--- config.mk ---
export PLATFORM = sky130hd
export DESIGN_NAME = branch_resolve
export DESIGN_NICKNAME = d
export VERILOG_FILES = /design/src/rtl/branch_resolve.sv
export SDC_FILE = /design/constraint.sdc
export NUM_CORES = 1
export LEC_CHECK = 0
export ABC_CLOCK_PERIOD_IN_PS = 2700
export CORE_UTILIZATION = 35
export CTS_CLUSTER_SIZE = 40
export DETAILED_ROUTE_END_ITERATION = 8
export PLACE_DENSITY_LB_ADDON = 0.08
export SYNTH_ARGS = -nofsm -noshare
export SYNTH_HDL_FRONTEND = slang
export SYNTH_SLANG_ARGS = --single-unit
export TNS_END_PERCENT = 1
--- constraint.sdc ---
create_clock -name clk -period 2.7 [get_ports clk]
set_clock_uncertainty 0.15 [all_clocks]
set_input_delay 0.405 -clock clk [delete_from_list [all_inputs] [get_ports clk]]
set_output_delay 0.405 -clock clk [all_outputs]
set_load 0.01 [all_outputs]
--- src/rtl/branch_resolve.sv ---
`default_nettype none
//------------------------------------------------------------------------------
// Module   : branch_resolve
// Purpose  : Keeps the conditional branches that decode has predicted in
//            program order. When execute resolves the oldest one, this unit
//            drives the write port of the 2-bit-counter predictor. On a
//            misprediction it also sends a one-cycle redirect to fetch.
// Ports    : clk, rst_n (async, active low)
//            push/push_pc/push_pred        - enqueue a predicted branch
//            resolve/resolve_taken/target  - outcome of the oldest branch
//            flush                         - drop every in-flight entry
//            full/empty                    - FIFO status (from count)
//            w_addr/did_branch/we          - predictor update, 1 cycle
//            redirect/redirect_pc          - fetch restart, 1 cycle
//            overflow/underflow            - sticky error flags
//            stat_resolved/stat_mispred    - statistics counters
// Options  : BRES_STATS_EN - builds the saturating statistics counters.
//            When it is not defined, the stat ports are tied to 0.
// Revision : 1.0 - initial release
//------------------------------------------------------------------------------
module branch_resolve #(
   parameter int DEPTH = 4,
   parameter int XLEN  = 32
) (
   input  logic            clk,
   input  logic            rst_n,
   input  logic            push,
   input  logic [XLEN-1:0] push_pc,
   input  logic            push_pred,
   input  logic            resolve,
   input  logic            resolve_taken,
   input  logic [XLEN-1:0] resolve_target,
   input  logic            flush,
   output logic            full,
   output logic            empty,
   output logic [7:0]      w_addr,
   output logic            did_branch,
   output logic            we,
   output logic            redirect,
   output logic [XLEN-1:0] redirect_pc,
   output logic            overflow,
   output logic            underflow,
   output logic [31:0]     stat_resolved,
   output logic [31:0]     stat_mispred
);

   localparam int PTR_W = (DEPTH > 1) ? $clog2(DEPTH) : 1;
   localparam int CNT_W = $clog2(DEPTH + 1);
   localparam logic [CNT_W-1:0] FULL_CNT = CNT_W'(DEPTH);

   logic [XLEN-1:0]  entry_pc_q   [DEPTH];
   logic [XLEN-1:0]  entry_pc_d   [DEPTH];
   logic             entry_pred_q [DEPTH];
   logic             entry_pred_d [DEPTH];
   logic [PTR_W-1:0] rd_ptr_q, rd_ptr_d;
   logic [PTR_W-1:0] wr_ptr_q, wr_ptr_d;
   logic [CNT_W-1:0] count_q, count_d;
   logic             we_q, we_d;
   logic [7:0]       w_addr_q, w_addr_d;
   logic             did_branch_q, did_branch_d;
   logic             redirect_q, redirect_d;
   logic [XLEN-1:0]  redirect_pc_q, redirect_pc_d;
   logic             overflow_q, overflow_d;
   logic             underflow_q, underflow_d;

   logic [XLEN-1:0]  head_pc;
   logic             head_pred;
   logic             do_resolve;
   logic             mispred;
   logic             clear_all;
   logic             push_ok;

   assign full  = (count_q == FULL_CNT);
   assign empty = (count_q == '0);

   always_comb begin
      head_pc    = entry_pc_q[rd_ptr_q];
      head_pred  = entry_pred_q[rd_ptr_q];
      do_resolve = resolve && !empty;
      mispred    = do_resolve && (head_pred != resolve_taken);
      clear_all  = flush || mispred;
      // When the FIFO is full, a resolve in the same cycle frees the head slot.
      // The tail then equals the head, and the head is read before the edge.
      push_ok    = push && (!full || do_resolve);

      entry_pc_d    = entry_pc_q;
      entry_pred_d  = entry_pred_q;
      rd_ptr_d      = rd_ptr_q;
      wr_ptr_d      = wr_ptr_q;
      count_d       = count_q;
      we_d          = do_resolve;
      w_addr_d      = w_addr_q;
      did_branch_d  = did_branch_q;
      redirect_d    = mispred;
      redirect_pc_d = redirect_pc_q;
      overflow_d    = overflow_q || (push && full && !resolve);
      underflow_d   = underflow_q || (resolve && empty);

      if (do_resolve) begin
         w_addr_d     = head_pc[7:0];
         did_branch_d = resolve_taken;
      end
      if (mispred) begin
         redirect_pc_d = head_pred ? (head_pc + XLEN'(4)) : resolve_target;
      end

      if (clear_all) begin
         // Everything younger than a mispredicted branch is wrong-path.
         rd_ptr_d = '0;
         wr_ptr_d = '0;
         count_d  = '0;
      end else begin
         if (push_ok) begin
            entry_pc_d[wr_ptr_q]   = push_pc;
            entry_pred_d[wr_ptr_q] = push_pred;
            wr_ptr_d               = wr_ptr_q + PTR_W'(1);
         end
         if (do_resolve) begin
            rd_ptr_d = rd_ptr_q + PTR_W'(1);
         end
         count_d = count_q + CNT_W'(push_ok) - CNT_W'(do_resolve);
      end
   end

   always_ff @(posedge clk or negedge rst_n) begin
      if (!rst_n) begin
         for (int i = 0; i < DEPTH; i++) begin
            entry_pc_q[i]   <= '0;
            entry_pred_q[i] <= 1'b0;
         end
         rd_ptr_q      <= '0;
         wr_ptr_q      <= '0;
         count_q       <= '0;
         we_q          <= 1'b0;
         w_addr_q      <= '0;
         did_branch_q  <= 1'b0;
         redirect_q    <= 1'b0;
         redirect_pc_q <= '0;
         overflow_q    <= 1'b0;
         underflow_q   <= 1'b0;
      end else begin
         entry_pc_q    <= entry_pc_d;
         entry_pred_q  <= entry_pred_d;
         rd_ptr_q      <= rd_ptr_d;
         wr_ptr_q      <= wr_ptr_d;
         count_q       <= count_d;
         we_q          <= we_d;
         w_addr_q      <= w_addr_d;
         did_branch_q  <= did_branch_d;
         redirect_q    <= redirect_d;
         redirect_pc_q <= redirect_pc_d;
         overflow_q    <= overflow_d;
         underflow_q   <= underflow_d;
      end
   end

   assign we          = we_q;
   assign w_addr      = w_addr_q;
   assign did_branch  = did_branch_q;
   assign redirect    = redirect_q;
   assign redirect_pc = redirect_pc_q;
   assign overflow    = overflow_q;
   assign underflow   = underflow_q;

`ifdef BRES_STATS_EN
   logic [31:0] stat_resolved_q, stat_resolved_d;
   logic [31:0] stat_mispred_q, stat_mispred_d;

   // Saturating counters, so that a long run never wraps back to a small value.
   always_comb begin
      stat_resolved_d = stat_resolved_q;
      stat_mispred_d  = stat_mispred_q;
      if (do_resolve && (stat_resolved_q != 32'hFFFF_FFFF)) begin
         stat_resolved_d = stat_resolved_q + 32'd1;
      end
      if (mispred && (stat_mispred_q != 32'hFFFF_FFFF)) begin
         stat_mispred_d = stat_mispred_q + 32'd1;
      end
   end

   always_ff @(posedge clk or negedge rst_n) begin
      if (!rst_n) begin
         stat_resolved_q <= '0;
         stat_mispred_q  <= '0;
      end else begin
         stat_resolved_q <= stat_resolved_d;
         stat_mispred_q  <= stat_mispred_d;
      end
   end

   assign stat_resolved = stat_resolved_q;
   assign stat_mispred  = stat_mispred_q;
`else
   assign stat_resolved = 32'd0;
   assign stat_mispred  = 32'd0;
`endif

endmodule
`default_nettype wire
# Yosys cells after proc, flatten, opt, wreduce, memory -nomap -nowiden
# Index checks and enable logic that the tools add are counted.
dict set report classes {
  addsub 5
  mul 0
  div_mod_pow 0
  magnitude_cmp 3
  n_eq_ne 2
  n_shift 0
  muxes 18
  bitwise_logic 3
  reduce_logical 18
}
# cell n
set ops {}
lappend ops {{128-bit bitwise mux} 1}
lappend ops {{32-bit two-way mux} 4}
lappend ops {{32-bit binary-select mux with 2-bit select} 1}
lappend ops {{32-bit demux with 2-bit select} 1}
lappend ops {{32-bit by 3-bit adder with 32-bit output (second input constant)} 1}
lappend ops {{2-bit two-way mux} 4}
lappend ops {{1-bit logical AND} 7}
lappend ops {{3-bit >= comparator (second input constant)} 2}
lappend ops {{2-bit inverter with 3-bit output} 2}
lappend ops {{2-bit by 1-bit adder with 2-bit output (second input constant)} 2}
lappend ops {{4-bit bitwise mux} 1}
lappend ops {{1-bit logical OR} 4}
lappend ops {{2-bit nonzero test} 2}
lappend ops {{3-bit by 1-bit adder with 3-bit output} 1}
lappend ops {{3-bit == test (second input constant)} 1}
lappend ops {{1-bit logical NOT} 3}
lappend ops {{3-bit logical NOT} 1}
lappend ops {{3-bit by 1-bit less-than comparator with 1-bit output (second input constant)} 1}
lappend ops {{1-bit two-way mux} 3}
lappend ops {{3-bit two-way mux} 1}
lappend ops {{3-bit by 1-bit subtractor with 3-bit output} 1}
lappend ops {{1-bit binary-select mux with 2-bit select} 1}
lappend ops {{1-bit demux with 2-bit select} 1}
lappend ops {{2-bit AND reduction} 1}
lappend ops {{other kinds (2)} 2}
dict set report totals {
  regBits 184
  latch_bits 0
  ramBits 0
  romBits 0
  output_inout_bits 111
  word_cells 67
  memories 0
}

# Longest topological paths before layout
# Gate-level depths: netlist (run 1).
dict set report logic_depth {
  depth_word 9
  depth_mapped 10
  mapped_depth_nobuf 10
}

# Worst setup path after synthesis (run 1)
# OpenSTA, ideal clock, no wires.
dict set report synth_path {
  path_kind {register to register}
  startpoint {reg count_q[1]}
  endpoint {reg entry_pc_q[100] in the netlist's numbering}
  arrival_ps 2313
  path_slack_ps 111
  stages_incl_launch_ff 10
  path_buffers 1
  period_less_slack_ps 2589
  cell_sequence {dfrtp_1 > nor3_1 > nand2b_1 > inv_1 > or2b_2 > inv_2 > nor3_4 > nand2_4 > buf_6 > mux2_4}
}
dict set report synth_via {
  elab_chain_len 7
  elab_cells_between_ends 11
  cone_classes {eq/ne (1); bitwise (1); reduce/logical (9)}
}
# item line_no
set synth_lines {}
lappend synth_lines {{start: declaration} 57} ;# logic [CNT_W-1:0] count_q, count_d;
lappend synth_lines {{start signal: assignment} 146} ;# count_q <= count_d;
lappend synth_lines {{3-bit logical NOT (*)} 74} ;# assign empty = (count_q == '0);
lappend synth_lines {{net empty} 35} ;# output logic empty,
lappend synth_lines {{1-bit logical NOT (*)} 79} ;# do_resolve = resolve && !empty;
lappend synth_lines {{1-bit logical AND (*)} 79}
lappend synth_lines {{1-bit logical AND} 80} ;# mispred = do_resolve && (head_pred != resolve_taken);
lappend synth_lines {{1-bit logical OR} 81} ;# clear_all = flush || mispred;
lappend synth_lines {{1-bit inverter (no line)} --}
lappend synth_lines {{2-bit AND reduction (no line) (*)} --}
lappend synth_lines {{end signal: assignment} 142} ;# entry_pc_q <= entry_pc_d;
lappend synth_lines {{end: declaration} 51} ;# logic [XLEN-1:0] entry_pc_q [DEPTH];
# Mark *: on every way through the listed nets, which the timed path passes. The rest lies on a longest branch.
# A chain may end at the register's enable or synchronous reset.

# Worst setup path after layout (run 1)
dict set report layout_path {
  startpoint {reg rd_ptr_q[0]}
  endpoint {reg entry_pc_q[72] in the netlist's numbering}
}
dict set report layout_via {
  elab_chain_len 9
}
# item line_no
set layout_lines {}
lappend layout_lines {{start: declaration} 55} ;# logic [PTR_W-1:0] rd_ptr_q, rd_ptr_d;
lappend layout_lines {{start signal: assignment} 144} ;# rd_ptr_q <= rd_ptr_d;
lappend layout_lines {{2-bit inverter with 3-bit output (implied by the code)} 78} ;# head_pred = entry_pred_q[rd_ptr_q];
lappend layout_lines {{1-bit binary-select mux with 2-bit select} 78}
lappend layout_lines {{1-bit two-way mux (implied by the code) (2 in series)} 78}
lappend layout_lines {{1-bit != test} 80}
lappend layout_lines {{1-bit logical AND} 80}
lappend layout_lines {{1-bit logical OR} 81}
lappend layout_lines {{1-bit inverter (no line)} --}
lappend layout_lines {{2-bit AND reduction (no line)} --}
# No other way between the ends. The select of a mux whose other input is x is not followed.

==> run_results.csv, run 1 <==
group,metric,value,unit
status,status,"completed",
cts,clk_root_buffer_cell,"clkbuf_16",
detailed_routing,avgRoutedWirePerCell,19.4,µm
setup_path,cp-start-kind,"flop",
setup_path,r2r_start,"rd_ptr_q[0]",
placed_design,portBuffers,117,
power_and_ir_drop,switchingPower,4.57,mW
power_and_ir_drop,p_int,9.46,mW
power_and_ir_drop,swShare,32.6,%
setup_path,crit_path_start,"rd_ptr_q[0]",
setup_path,crit_required,2.85,ns
detailed_routing,final_antenna_net_count,0,
floorplanning,core-area,0.0270,mm²
timing,hold_viol_final,0,
setup_path,crit_top_cell,"buf_12",
logic_synthesis,synth-seq-area-share,47.6,%
timing,min_period,2.66,ns
detailed_routing,post-route-drc-count,0,
timing,setup_slack,0.0375,ns
floorplanning,chipWidth,168,µm
cts,clk_pin_slew,0.07,ns
power_and_ir_drop,pwr-share-comb,46.2,%
final_layout,diodes,0,
logic_synthesis,syn-cell-area,0.00968,mm²
floorplanning,start_util,35.8,%
setup_path,slowest_delay,0.57,ns
cts,cts_buffers,17,
worst_hold_path,hold_path.class,"flop to flop",
worst_hold_path,min_from,"underflow",
final_layout,layout_common_cells,"183 x dfrtp_1, 120 x mux2_4, 116 x clkdlybuf4s50_1, 90 x nand2_1, 68 x buf_4",
global_routing,grt_util_all_layers,17.9,%
timing,fmax,376,MHz
detailed_routing,viasPerCell,4.90,
floorplanning,dieArea,0.0283,mm²
cts,h-tree-depth,4,
cts,cts_tree,"done",
cts,clock-sinks,184,
logic_synthesis,ys_top_cells_by_area,"dfrtp_1 48%, mux2_4 19%, buf_4 5.1%",
cts,cts_max_path_buffers,2,
job,cap_violations,0,
logic_synthesis,synth.distinct_cells,46,
setup_path,path_cells,"mux4_2 -> xnor2_1 -> or2b_2 -> inv_2 -> nor3_4 -> buf_12 -> nand2_4 -> buf_12 -> mux2_2",
logic_synthesis,yosys.area.top_type_share,47.6,%
logic_synthesis,async_reset_ff_share,100,%
logic_synthesis,synth_edf_count,0,
final_layout,final_common_cell,"dfrtp_1",
power_and_ir_drop,p_clk_share,19.9,%
detailed_routing,routed-via-count,6165,
logic_synthesis,yosysWarnings,0,
global_routing,grt_max_degree,82,
timing,rsz0062_at_grt,"yes",
floorplanning,io_pins,182,
power_and_ir_drop,vdd_drop_max,0.489,mV
setup_path,end_kind,"flop",
timing,setup_viol,0,
timing,final-max-slew-violation-count,0,
logic_synthesis,synth_flop_cell,"dfrtp_1",
placed_design,dp_cells,1220,
logic_synthesis,synth_top_cell_by_area,"dfrtp_1",
detailed_routing,drt_iter0_markers,293,
power_and_ir_drop,p_leak,5.93,nW
logic_synthesis,synthCells,716,
global_routing,first_global_vias,6428,
setup_path,critical_path_class,"flop to flop",
placed_design,pre_cts_slack,-0.116,ns
cts,worstSkewPairLatency,0.42,ns
detailed_routing,drt-pass1-iter-count,4,
floorplanning,dieHeight,168,µm
placed_design,dp_hpwl,17600,µm
floorplanning,row_count,60,
power_and_ir_drop,power.density,1130,mW/mm²
setup_path,cp.arrival,2.81,ns
timing,worst-slew-pin-transition,0.514,ns
final_layout,drive_gt1_share,31.9,%
logic_synthesis,avgSynthCellArea,13.5,µm²
global_routing,gr-total-overflow,0,
timing,maxSlewHeadroom,65.7,%
logic_synthesis,synth_seq_cells,184,
timing,timing.final.crit_share,98.6,%
global_routing,antenna_found_initial,0,
power_and_ir_drop,seq_power_share,33.9,%
setup_path,slowest_stage,"mux4_2",
detailed_routing,wirelength,24400,µm
final_layout,areaGrowthSynthToFinish,28.3,%
placed_design,routabilityCongestion,0.763,
final_layout,layout.nets,983,
final_layout,layoutNonFillerInstCount,1259,
global_routing,grt_pass1_wl,38500,µm
setup_path,worstPathMaxFanout,11,
[cells in the mapped netlist, types with 7 or more instances]
cell      count
mux4_2       21
mux4_1       12
mux2_2       13
mux2_4      120
nand3_1       7
nand4_1      13
buf_6        14
o221ai_1     16
dfrtp_1     184
nand2_1      90
buf_4        66
o21ai_0      18
clkbuf_1     15
nor2_1       18
xnor2_1      11
xor2_1       22
[final timing paths]
path	end	slack [ns]	cells past startpoint
setup / recovery	entry_pc_q[72]	0.04	9
hold / removal	underflow	0.31	1
setup reg to reg	entry_pc_q[72]	0.04	9
hold reg to reg	underflow	0.31	1
max in group asynchronous	entry_pc_q[11]	1.25	3
min in group asynchronous	entry_pc_q[106]	0.33	2
[state kept, by name, summed over array words and instances (netlist names)]
signal        flops
overflow          1
redirect          1
we                1
redirect_pc      32
w_addr            8
entry_pc_q      128
rd_ptr_q          2
count_q           3
wr_ptr_q          2
did_branch        1
underflow         1
entry_pred_q      4
[stage by stage]
stage               TNS, ns  hold slack (ns)  utilization (%)  power (mW)  area [µm²]
global route         -0.299            0.327             45.9        14.9       12400
detailed placement   -10.24            0.227             43.1        11.2       11600
floorplan                 0          -0.0406                -        8.51        9910
CTS                  -0.290            0.314             45.6        14.1       12300
finish                    0            0.308             45.9        14.0       12400
global placement      -6.26            0.217             43.1        11.1       11600
[routing by layer]
layer  share of wire (%)  global-route usage (%)
met2                  48                    29.2
met5                   0                       0
met1                  48                    24.9
met3                 3.8                    2.82
met4                0.86                    4.03
[cell type report]
| class | instances | area [µm²] |
|---|---|---|
| inverter | 7 | 26.3 |
| multi-input combinational | 486 | 4550 |
| timing repair buffer | 209 | 2150 |
| sequential | 184 | 4610 |
| clock buffer | 20 | 447 |
| fill | 2403 | 14600 |
| tap | 341 | 427 |
| clock inverter | 12 | 210 |
[power groups by stage]
stage,Combinational [mW],Sequential (mW),Clock (mW)
after floorplan,3.84,4.67,0
after global placement,6.37,4.75,0
after detailed placement,6.43,4.79,0
after CTS,6.47,4.76,2.88
after global routing,6.98,4.92,2.98
final,6.48,4.76,2.80
[logic make-up (layout without fill, tap and decap cells)]
family	Yosys count	in the layout	synth area share, %
AO/OA/AOI/OAI	49	49	3.40
XOR/XNOR	33	33	2.99
adder cells (fa/ha/maj)	7	7	0.983
buffers and inverters	109	248	8.11
flip-flops	184	184	47.6
multiplexers	169	169	28.6
other	1	64	0.0388
AND/OR/NAND/NOR	164	164	8.31
[critical path, delay by kind of cell (launching register included)]
family,cells,cell delay [ns]
muxes,2,0.91
buffers and inverters,3,0.41
DFF,1,0.45
xor gates and xnor gates,1,0.14
and+or+nand+nor,3,0.48
[timing repair]
action / CTS / global route
resized for setup: 1 / 6
hold endpoints to repair: 40 / 0
cloned: 0 / 1
hold buffers: 1 / 0
setup buffers: 0 / 5
endpoints found under the setup margin: 127 / 141
pin swaps: 4 / 5
Note: power is estimated with default switching activity, not from simulation.
==> run 2, diff against run 1 <==
--- a/config.mk
+++ b/config.mk
@@ -5,7 +5,7 @@
 export SDC_FILE = /design/constraint.sdc
 export NUM_CORES = 1
 export LEC_CHECK = 0
-export ABC_CLOCK_PERIOD_IN_PS = 2700
+export ABC_CLOCK_PERIOD_IN_PS = 2200
 export CORE_UTILIZATION = 35
 export CTS_CLUSTER_SIZE = 40
 export DETAILED_ROUTE_END_ITERATION = 8
==> constraint.sdc (replaced) <==
create_clock -name clk -period 2.2 [get_ports clk]
set_clock_uncertainty 0.15 [all_clocks]
set_input_delay 0.33 -clock clk [delete_from_list [all_inputs] [get_ports clk]]
set_output_delay 0.33 -clock clk [all_outputs]
set_load 0.01 [all_outputs]
==> run_results.csv, run 2 (synthesis gave the netlist of run 1 again) <==
group,metric,value,unit
final_layout,final_common_cell,"dfrtp_1",
placed_design,routabilityCongestion,0.747,
final_layout,diodes,0,
final_layout,drive_gt1_share,37.5,%
timing,setup_slack,-0.437,ns
detailed_routing,wirelength,24900,µm
setup_path,cp_num_buf_inv,4,
timing,rsz0062_at_grt,"yes",
timing,timing.final.crit_share,120,%
detailed_routing,drt-pass1-iter-count,4,
final_layout,largest_reg_flops,128,
placed_design,pre_cts_slack,-0.824,ns
setup_path,critical_path_class,"flop to flop",
detailed_routing,routed-via-count,6273,
global_routing,first_global_vias,6785,
setup_path,worstPathMaxFanout,7,
final_layout,largest-register,"entry_pc_q",
cts,worstSkewPairLatency,0.43,ns
setup_path,crit_top_cell,"buf_12",
setup_path,end_kind,"flop",
floorplanning,dieArea,0.0283,mm²
detailed_routing,viasPerCell,4.80,
floorplanning,io_pins,182,
power_and_ir_drop,vdd_drop_max,0.457,mV
status,violations,"negative setup slack",
worst_hold_path,hold_path.class,"input port to asynchronous set/reset pin",
cts,clock-sinks,184,
timing,final-max-slew-violation-count,0,
timing,maxSlewHeadroom,56.9,%
floorplanning,row_count,60,
global_routing,grt_util_all_layers,18.5,%
timing,setup_viol,166,
setup_path,path_delay_family,"multiplexers",
cts,h-tree-depth,4,
cts,clk_pin_slew,0.07,ns
placed_design,dp_hpwl,18100,µm
cts,cts_max_path_buffers,2,
setup_path,slowest_stage,"mux4_2",
cts,cts_buffers,17,
timing,whs,0.306,ns
detailed_routing,post-route-drc-count,0,
floorplanning,start_util,35.8,%
timing,fmax,379,MHz
setup_path,cp.arrival,2.80,ns
timing,worst-slew-pin-transition,0.646,ns
timing,hold_viol_final,0,
job,cap_violations,0,
global_routing,gr-total-overflow,0,
final_layout,layout.nets,1032,
setup_path,cp-start-kind,"flop",
power_and_ir_drop,p_leak,6.18,nW
cts,clk_root_buffer_cell,"clkbuf_16",
setup_path,r2r_setup_slack,-0.44,ns
final_layout,layout_common_cells,"183 x dfrtp_1, 125 x mux2_4, 114 x clkdlybuf4s50_1, 102 x buf_4, 89 x nand2_1",
detailed_routing,avgRoutedWirePerCell,19.0,µm
status,status,"finished with violations",
cts,cts_tree,"done",
timing,min_period,2.64,ns
placed_design,portBuffers,117,
floorplanning,core-area,0.0270,mm²
setup_path,crit_required,2.36,ns
global_routing,antenna_found_initial,0,
floorplanning,chipWidth,168,µm
power_and_ir_drop,power.density,1360,mW/mm²
detailed_routing,drt_iter0_markers,314,
global_routing,grt_max_degree,64,
detailed_routing,final_antenna_net_count,0,
setup_path,slowest_delay,0.52,ns
final_layout,areaGrowthSynthToFinish,33.9,%
setup_path,path_cells,"buf_12 -> mux4_2 -> xnor2_1 -> or2b_4 -> inv_4 -> nor3_4 -> buf_12 -> nand2_8 -> buf_12 -> mux2_2",
floorplanning,dieHeight,168,µm
global_routing,grt_pass1_wl,39900,µm
-- run 2: cell count changes in the layout (fill, tap and decap cells not counted), moves of 5 or more --
cell     delta
buf_12      +5
o21ai_0     -7
mux4_2      +5
mux2_4      +5
buf_4      +34
mux4_1      -5
mux2_2      -5
o21ai_1     +6
-- run 2: repair_timing --
| item | CTS | global route |
|---|---|---|
| setup buffers | 9 | 3 |
| gates cloned | 3 | 0 |
| setup endpoints to repair | 173 | 171 |
| resized for setup | 55 | 13 |
| endpoints found under the hold margin | 58 | 0 |
| pin swaps | 7 | 8 |
| hold buffers | 1 | 0 |
-- run 2: final timing paths --
path	startpoint	end	cells after the start
setup / recovery	rd_ptr_q[0]	entry_pc_q[63]	10
hold / removal	rst_n	entry_pc_q[38]	2
setup reg to reg	rd_ptr_q[0]	entry_pc_q[63]	10
hold reg to reg	underflow	underflow	1
max in group asynchronous	rst_n	count_q[0]	3
min in group clk	underflow	underflow	1
-- run 2: layer usage --
layer	GRT usage, %	wire length (µm)	up-vias
met5	0	0	-
met1	25.8	11700	3190
met2	29.9	11800	169
met4	5.14	330	0
met3	2.75	1020	25
li1	-	-	2889
-- run 2: cell type report --
type | count | area [µm²]
timing repair buffer | 258 | 2660
clock inverter | 11 | 139
sequential | 184 | 4610
multi-input combinational | 486 | 4660
tap | 341 | 427
inverter | 7 | 28.8
clock buffer | 20 | 447
fill | 2403 | 14100
-- run 2: metrics by stage --
stage | setup TNS [ns] | util (%) | area [µm²] | power [mW] | cells
6_report | -58.90 | 48.0 | 13000 | 17.6 | 1307
5_1_grt | -70.80 | 48.0 | 13000 | 18.8 | 1307
4_1_cts | -63.41 | 47.7 | 12900 | 17.8 | 1304
3_5_place_dp | -89.19 | 44.3 | 12000 | 14.2 | 1261
3_3_place_gp | -83.33 | 44.3 | 12000 | 14.0 | 1261
2_1_floorplan | -47.82 | - | 9920 | 10.4 | 779
-- run 2: power by group --
group / total [mW] / internal, mW / switching (mW) / leakage [nW]
clock: 3.13 / 1.73 / 1.40 / 0.280
sequential: 5.83 / 4.93 / 0.905 / 2.32
combinational: 8.68 / 5.18 / 3.51 / 3.59
total: 17.6 / 11.8 / 5.82 / 6.18
